### config.mk
export PLATFORM = sky130hd
export DESIGN_NAME = nvram_upload
export DESIGN_NICKNAME = d
export VERILOG_FILES = /design/src/rtl/nvram_upload.sv
export SDC_FILE = /design/constraint.sdc
export NUM_CORES = 1
export LEC_CHECK = 0
export BUFFER_PORTS_ARGS = -buffer_cell sky130_fd_sc_hd__buf_2
export CAP_MARGIN = 20
export CELL_PAD_IN_SITES_DETAIL_PLACEMENT = 2
export CELL_PAD_IN_SITES_GLOBAL_PLACEMENT = 2
export CORE_ASPECT_RATIO = 1.4
export CORE_MARGIN = 2
export CORE_UTILIZATION = 29
export DETAILED_ROUTE_END_ITERATION = 8
export GPL_ROUTABILITY_DRIVEN = 0
export PLACE_DENSITY = 0.89
export SETUP_SLACK_MARGIN = 0.02
export SLEW_MARGIN = 20
export SYNTH_ARGS = -nofsm -noshare
export SYNTH_HDL_FRONTEND = slang
export SYNTH_SLANG_ARGS = --single-unit
### constraint.sdc
create_clock -name clk_sys -period 4.36 [get_ports clk_sys]
set_clock_uncertainty 0.15 [all_clocks]
set_input_delay 0.654 -clock clk_sys [delete_from_list [all_inputs] [get_ports clk_sys]]
set_output_delay 0.654 -clock clk_sys [all_outputs]
set_load 0.1 [all_outputs]
### src/rtl/nvram_upload.sv
// nvram_upload: HPS upload (save) responder for the game NVRAM.
// Serves byte reads from the second dpram port, stretches each read with
// ioctl_wait, and tracks game writes in a dirty flag.
// Optional build macro: NVRAM_UPLOAD_CKSUM_EN appends a checksum byte at
// address SIZE so the uploaded image sums to zero mod 256.
module nvram_upload #(
    parameter int unsigned AW     = 10,
    parameter int unsigned INDEX  = 4,
    parameter int unsigned RD_LAT = 1
) (
    input  logic          clk_sys,
    input  logic          reset,
    input  logic          ioctl_upload,
    input  logic [7:0]    ioctl_index,
    input  logic          ioctl_rd,
    input  logic [24:0]   ioctl_addr,
    output logic [7:0]    ioctl_din,
    output logic          ioctl_wait,
    output logic          pause_cpu,
    input  logic          grant,
    output logic [AW-1:0] ram_addr,
    output logic          ram_rd,
    input  logic [7:0]    ram_q,
    input  logic          game_wr,
    output logic          dirty
);

    localparam int unsigned SIZE = 2 ** AW;
    localparam int unsigned CW   = 2;

    typedef enum logic [1:0] {
        IDLE  = 2'd0,
        GRANT = 2'd1,
        LAT   = 2'd2,
        DONE  = 2'd3
    } state_t;

    state_t          state_q, state_nxt;
    logic [AW-1:0]   addr_q, addr_nxt;
    logic [CW-1:0]   cnt_q, cnt_nxt;
    logic [7:0]      din_nxt;
    logic            wait_nxt;
    logic            rd_nxt;
    logic [AW-1:0]   raddr_nxt;
    logic            wr_seen;
    logic            active_c;
    logic            active_rise_c;
    logic            active_fall_c;
    logic [7:0]      oor_val_c;

    // pause_cpu doubles as the one-cycle-delayed copy of active
    assign active_c      = ioctl_upload && (ioctl_index == 8'(INDEX));
    assign active_rise_c = active_c && !pause_cpu;
    assign active_fall_c = !active_c && pause_cpu;

`ifdef NVRAM_UPLOAD_CKSUM_EN
    logic [7:0] sum_q, sum_nxt;

    // Address SIZE returns the two's-complement of the running sum
    always_comb begin
        oor_val_c = 8'hFF;
        if (ioctl_addr == 25'(SIZE)) begin
            oor_val_c = 8'h00 - sum_q;
        end
    end
`else
    assign oor_val_c = 8'hFF;
`endif

    // Next-state and next-output logic for the read FSM
    always_comb begin
        state_nxt = state_q;
        addr_nxt  = addr_q;
        cnt_nxt   = cnt_q;
        din_nxt   = ioctl_din;
        wait_nxt  = ioctl_wait;
        rd_nxt    = 1'b0;
        raddr_nxt = ram_addr;
`ifdef NVRAM_UPLOAD_CKSUM_EN
        sum_nxt   = sum_q;
        if (active_rise_c) begin
            sum_nxt = 8'h00;
        end
`endif
        if (!active_c) begin
            // Session ended: abandon any read in flight, keep last data
            state_nxt = IDLE;
            wait_nxt  = 1'b0;
        end else begin
            case (state_q)
                IDLE: begin
                    if (ioctl_rd) begin
                        wait_nxt = 1'b1;
                        addr_nxt = ioctl_addr[AW-1:0];
                        // Full-width compare: upper bits never wrap into the RAM
                        if (ioctl_addr >= 25'(SIZE)) begin
                            din_nxt   = oor_val_c;
                            state_nxt = DONE;
                        end else begin
                            state_nxt = GRANT;
                        end
                    end
                end
                GRANT: begin
                    if (grant) begin
                        raddr_nxt = addr_q;
                        rd_nxt    = 1'b1;
                        cnt_nxt   = '0;
                        state_nxt = LAT;
                    end
                end
                LAT: begin
                    // First LAT cycle is the ram_rd cycle; data valid RD_LAT later
                    if (cnt_q == CW'(RD_LAT)) begin
                        din_nxt   = ram_q;
`ifdef NVRAM_UPLOAD_CKSUM_EN
                        sum_nxt   = sum_q + ram_q;
`endif
                        state_nxt = DONE;
                    end else begin
                        cnt_nxt = cnt_q + CW'(1);
                    end
                end
                DONE: begin
                    wait_nxt  = 1'b0;
                    state_nxt = IDLE;
                end
                default: begin
                    wait_nxt  = 1'b0;
                    state_nxt = IDLE;
                end
            endcase
        end
    end

    // FSM state and registered outputs
    always_ff @(posedge clk_sys) begin
        if (reset) begin
            state_q    <= IDLE;
            addr_q     <= '0;
            cnt_q      <= '0;
            ioctl_din  <= 8'hFF;
            ioctl_wait <= 1'b0;
            ram_rd     <= 1'b0;
            ram_addr   <= '0;
            pause_cpu  <= 1'b0;
`ifdef NVRAM_UPLOAD_CKSUM_EN
            sum_q      <= 8'h00;
`endif
        end else begin
            state_q    <= state_nxt;
            addr_q     <= addr_nxt;
            cnt_q      <= cnt_nxt;
            ioctl_din  <= din_nxt;
            ioctl_wait <= wait_nxt;
            ram_rd     <= rd_nxt;
            ram_addr   <= raddr_nxt;
            pause_cpu  <= active_c;
`ifdef NVRAM_UPLOAD_CKSUM_EN
            sum_q      <= sum_nxt;
`endif
        end
    end

    // Dirty tracking: a session without game writes clears dirty when it ends
    always_ff @(posedge clk_sys) begin
        if (reset) begin
            wr_seen <= 1'b0;
            dirty   <= 1'b0;
        end else begin
            if (active_rise_c) begin
                wr_seen <= game_wr;
            end else if (active_c && game_wr) begin
                wr_seen <= 1'b1;
            end
            if (game_wr) begin
                dirty <= 1'b1;
            end else if (active_fall_c && !wr_seen) begin
                dirty <= 1'b0;
            end
        end
    end

endmodule
==> out/metrics.yaml <==
timing:
  worst_pin_slew_ns: 0.724
  finalHoldViolCount: 0
  fmax_mhz: 445
  setup_tns_ns: 0
  layout_min_cycle_time_ns: 2.25
  hold_ws_ns: 0.331
  setup_violations: 0
  fin_ws_ns: 2.11
  fin_crit_sh_pct: 51.6
  maxSlewViolCount: 0
  rsz0062_at_grt: "false"
  relSlewSlack_pct: 51.7
floorplanning:
  die_x_um: 66.7
  dieArea_sq_um: 6130
  core_region_area_sq_um: 5410
  rows: 32
  boundaryPins: 69
  die_y_um: 91.8
  start_util_pct: 29.6
route:
  drtIter0Drc: 40
  viasPerCell: 4.71
  firstDrtPassIters: 2
  dr_total_vias: 1417
  drt_wl_total_um: 4320
  wire_per_inst_um: 14.3
  drc: 0
  antenna_left: 0
outcome:
  outcome: "finished, final reports clean"
worst_setup_path:
  endpoint_kind: "flip-flop"
  rrSetupSlack_ns: 2.11
  worstPathRequired_ns: 4.36
  r2r_end: "addr_q[6]$_SDFFE_PP0P_"
  slowest_stage: "nand4_1"
  critical-path-max-stage-delay_ns: 0.56
  worstPathMaxFanout: 10
  reg2regPathDepth: 6
  reg2reg_from: "state_q[1]$_SDFFE_PP0P_"
  critical_path.top_delay_family: "simple AND/OR/NAND/NOR gates"
  critical_path_class: "flip-flop to flip-flop"
  cp_cell_sequence: "inv_1 > ha_1 > and2_1 > nand4_1 > mux2i_1 > nor2_1"
  crit_path_start_kind: "flip-flop"
  path_buf_inv: 1
  worstPathArrival_ns: 2.24
logic_synthesis:
  avgSynthCellArea_sq_um: 9.74
  yosysTopAreaCell: "dfxtp_1"
  syn_nets: 216
  synth_seq_cells: 37
  syn_area_sq_um: 1600
  synthTopCellsByArea: "dfxtp_1 46%, mux2i_1 18%, nor2_1 8.7%"
  syn_inst: 164
  synth_cell_types: 29
  yosysWarnings: 0
  yosysSeqAreaShare_pct: 46.4
  synth_top_area_share_pct: 46.4
hold_path:
  hp-class: "flip-flop to flip-flop"
  holdPathEnd: "dirty$_SDFFE_PP0P_"
  whs_path_depth: 1
  hold_start: "pause_cpu$_SDFF_PP0_"
clocking:
  ctsResizeCount: 0
  clk_latency_ns: 0.29
  ctsHoldBuffers: 0
  postCtsSetupBuffers: 0
  htreeDepth: 2
  root_buffer: "clkbuf_8"
  cts_tree: "done"
  clk_path_buf_depth: 2
  cts_sinks: 37
  clk_pin_slew_ns: 0.08
  cts_made_buffers: 5
placed_design:
  dpl_cell_area_sq_um: 1990
  place.port_buffers: 68
  pre_cts_slack_ns: 1.79
  dp_hpwl_um: 3300
cells_and_area:
  mostFrequentLayoutCells: "68 x buf_2, 37 x nor2_1, 37 x dfxtp_1, 28 x mux2i_1, 8 x nor3_1"
  nets: 284
  fin_area_sq_um: 2110
  final_common_cell: "buf_2"
  antenna_cells: 0
  synthToLayoutAreaGrowth_pct: 32.3
  drive_gt1_share_pct: 34.3
power_and_ir_drop:
  ir_drop_v: 0.000207
  p_leak_nw: 1.07
  power_density_nw_per_um2: 330
global_route:
  antenna_found_initial: 0
  grt_pass1_wl_um: 7150
  grt_usage_pct: 15.1
  overflow: 0
  grt_pass1_vias: 1573
  grt_max_degree: 43
job:
  cap_viol_max_count: 0
## per-stage QoR
stage                     power (mW)  utilization [%]  cells
final                          0.697             39.1    301
after CTS                      0.703             39.1    301
after global placement         0.388             36.9    293
after detailed placement       0.389             36.9    293
after floorplan                0.364                -    164
after global routing           0.720             39.1    301
## worst max path at each step
stage                             from                        to  slack (ns)  cells after the start
2_1_floorplan           ioctl_index[5]     cnt_q[1]$_SDFFE_PP0P_        2.40                      4
3_3_place_gp            ioctl_index[5]  ram_addr[5]$_SDFFE_PP0P_        1.84                      5
3_5_place_dp            ioctl_index[5]  ram_addr[0]$_SDFFE_PP0P_        1.79                      5
4_1_cts        state_q[0]$_SDFFE_PP0P_    addr_q[6]$_SDFFE_PP0P_        2.06                      6
5_1_grt        state_q[1]$_SDFFE_PP0P_    addr_q[2]$_SDFFE_PP0P_        1.87                      6
6_report       state_q[1]$_SDFFE_PP0P_    addr_q[6]$_SDFFE_PP0P_        2.11                      6
## logic make-up (layout without fill, tap and decap cells)
| group | count (synthesis) | count (layout) | synth area share [%] |
|---|---|---|---|
| flip-flops | 37 | 37 | 46.4 |
| buffers and inverters | 12 | 81 | 2.98 |
| multiplexers | 28 | 28 | 17.5 |
| AO/OA/AOI/OAI | 12 | 12 | 6.19 |
| AND/OR/NAND/NOR | 70 | 70 | 23.0 |
| adder cells (fa/ha/maj) | 5 | 5 | 3.92 |
## cell usage after synthesis (all sizes together)
cell,count
ha,5
nor3,9
nand2b,2
o211ai,1
a211o,1
nor4b,2
nand2,2
clkbuf,5
a21oi,2
a21boi,1
nand3,1
a211oi,1
o21ai,3
inv,5
mux2i,28
nor4,4
and2,3
nor2,37
and3,1
buf,2
nor2b,4
nand4,3
or4,2
dfxtp,37
o31ai,1
o2111ai,1
a311oi,1
## state kept, by name, summed over array words and instances, names as in the netlist
register	count
addr_q	10
ram_addr	10
ioctl_din	8
cnt_q	2
state_q	2
dirty	1
ioctl_wait	1
pause_cpu	1
ram_rd	1
wr_seen	1
## worst reg2reg max path, cell delays in order, from the launching register on
cell	delay, ns
dfxtp_1	0.35
inv_1	0.10
ha_1	0.31
and2_1	0.22
nand4_1	0.56
mux2i_1	0.34
nor2_1	0.07
## layer usage
layer | share of wire [%] | GRT usage [%] | wire, um
met5 | 0 | 0 | 0
met4 | 1.9 | 4.59 | 80
met3 | 4.1 | 3.68 | 175
met2 | 55 | 28.7 | 2370
met1 | 39 | 15.7 | 1690
## power breakdown
group / internal (mW) / switching [mW]
Clock: 0.186 / 0.130
Sequential: 0.338 / 0.000323
Combinational: 0.0191 / 0.0229
## area by class of cell
| class | count | area, sq um |
|---|---|---|
| sequential | 37 | 741 |
| clock buffer | 6 | 82.6 |
| inverter | 5 | 18.8 |
| fill | 640 | 3290 |
| tap | 68 | 85.1 |
| clock inverter | 2 | 37.5 |
| multi-input combinational | 115 | 810 |
| timing repair buffer | 68 | 340 |
No activity file was read; power rests on OpenSTA's default activity.
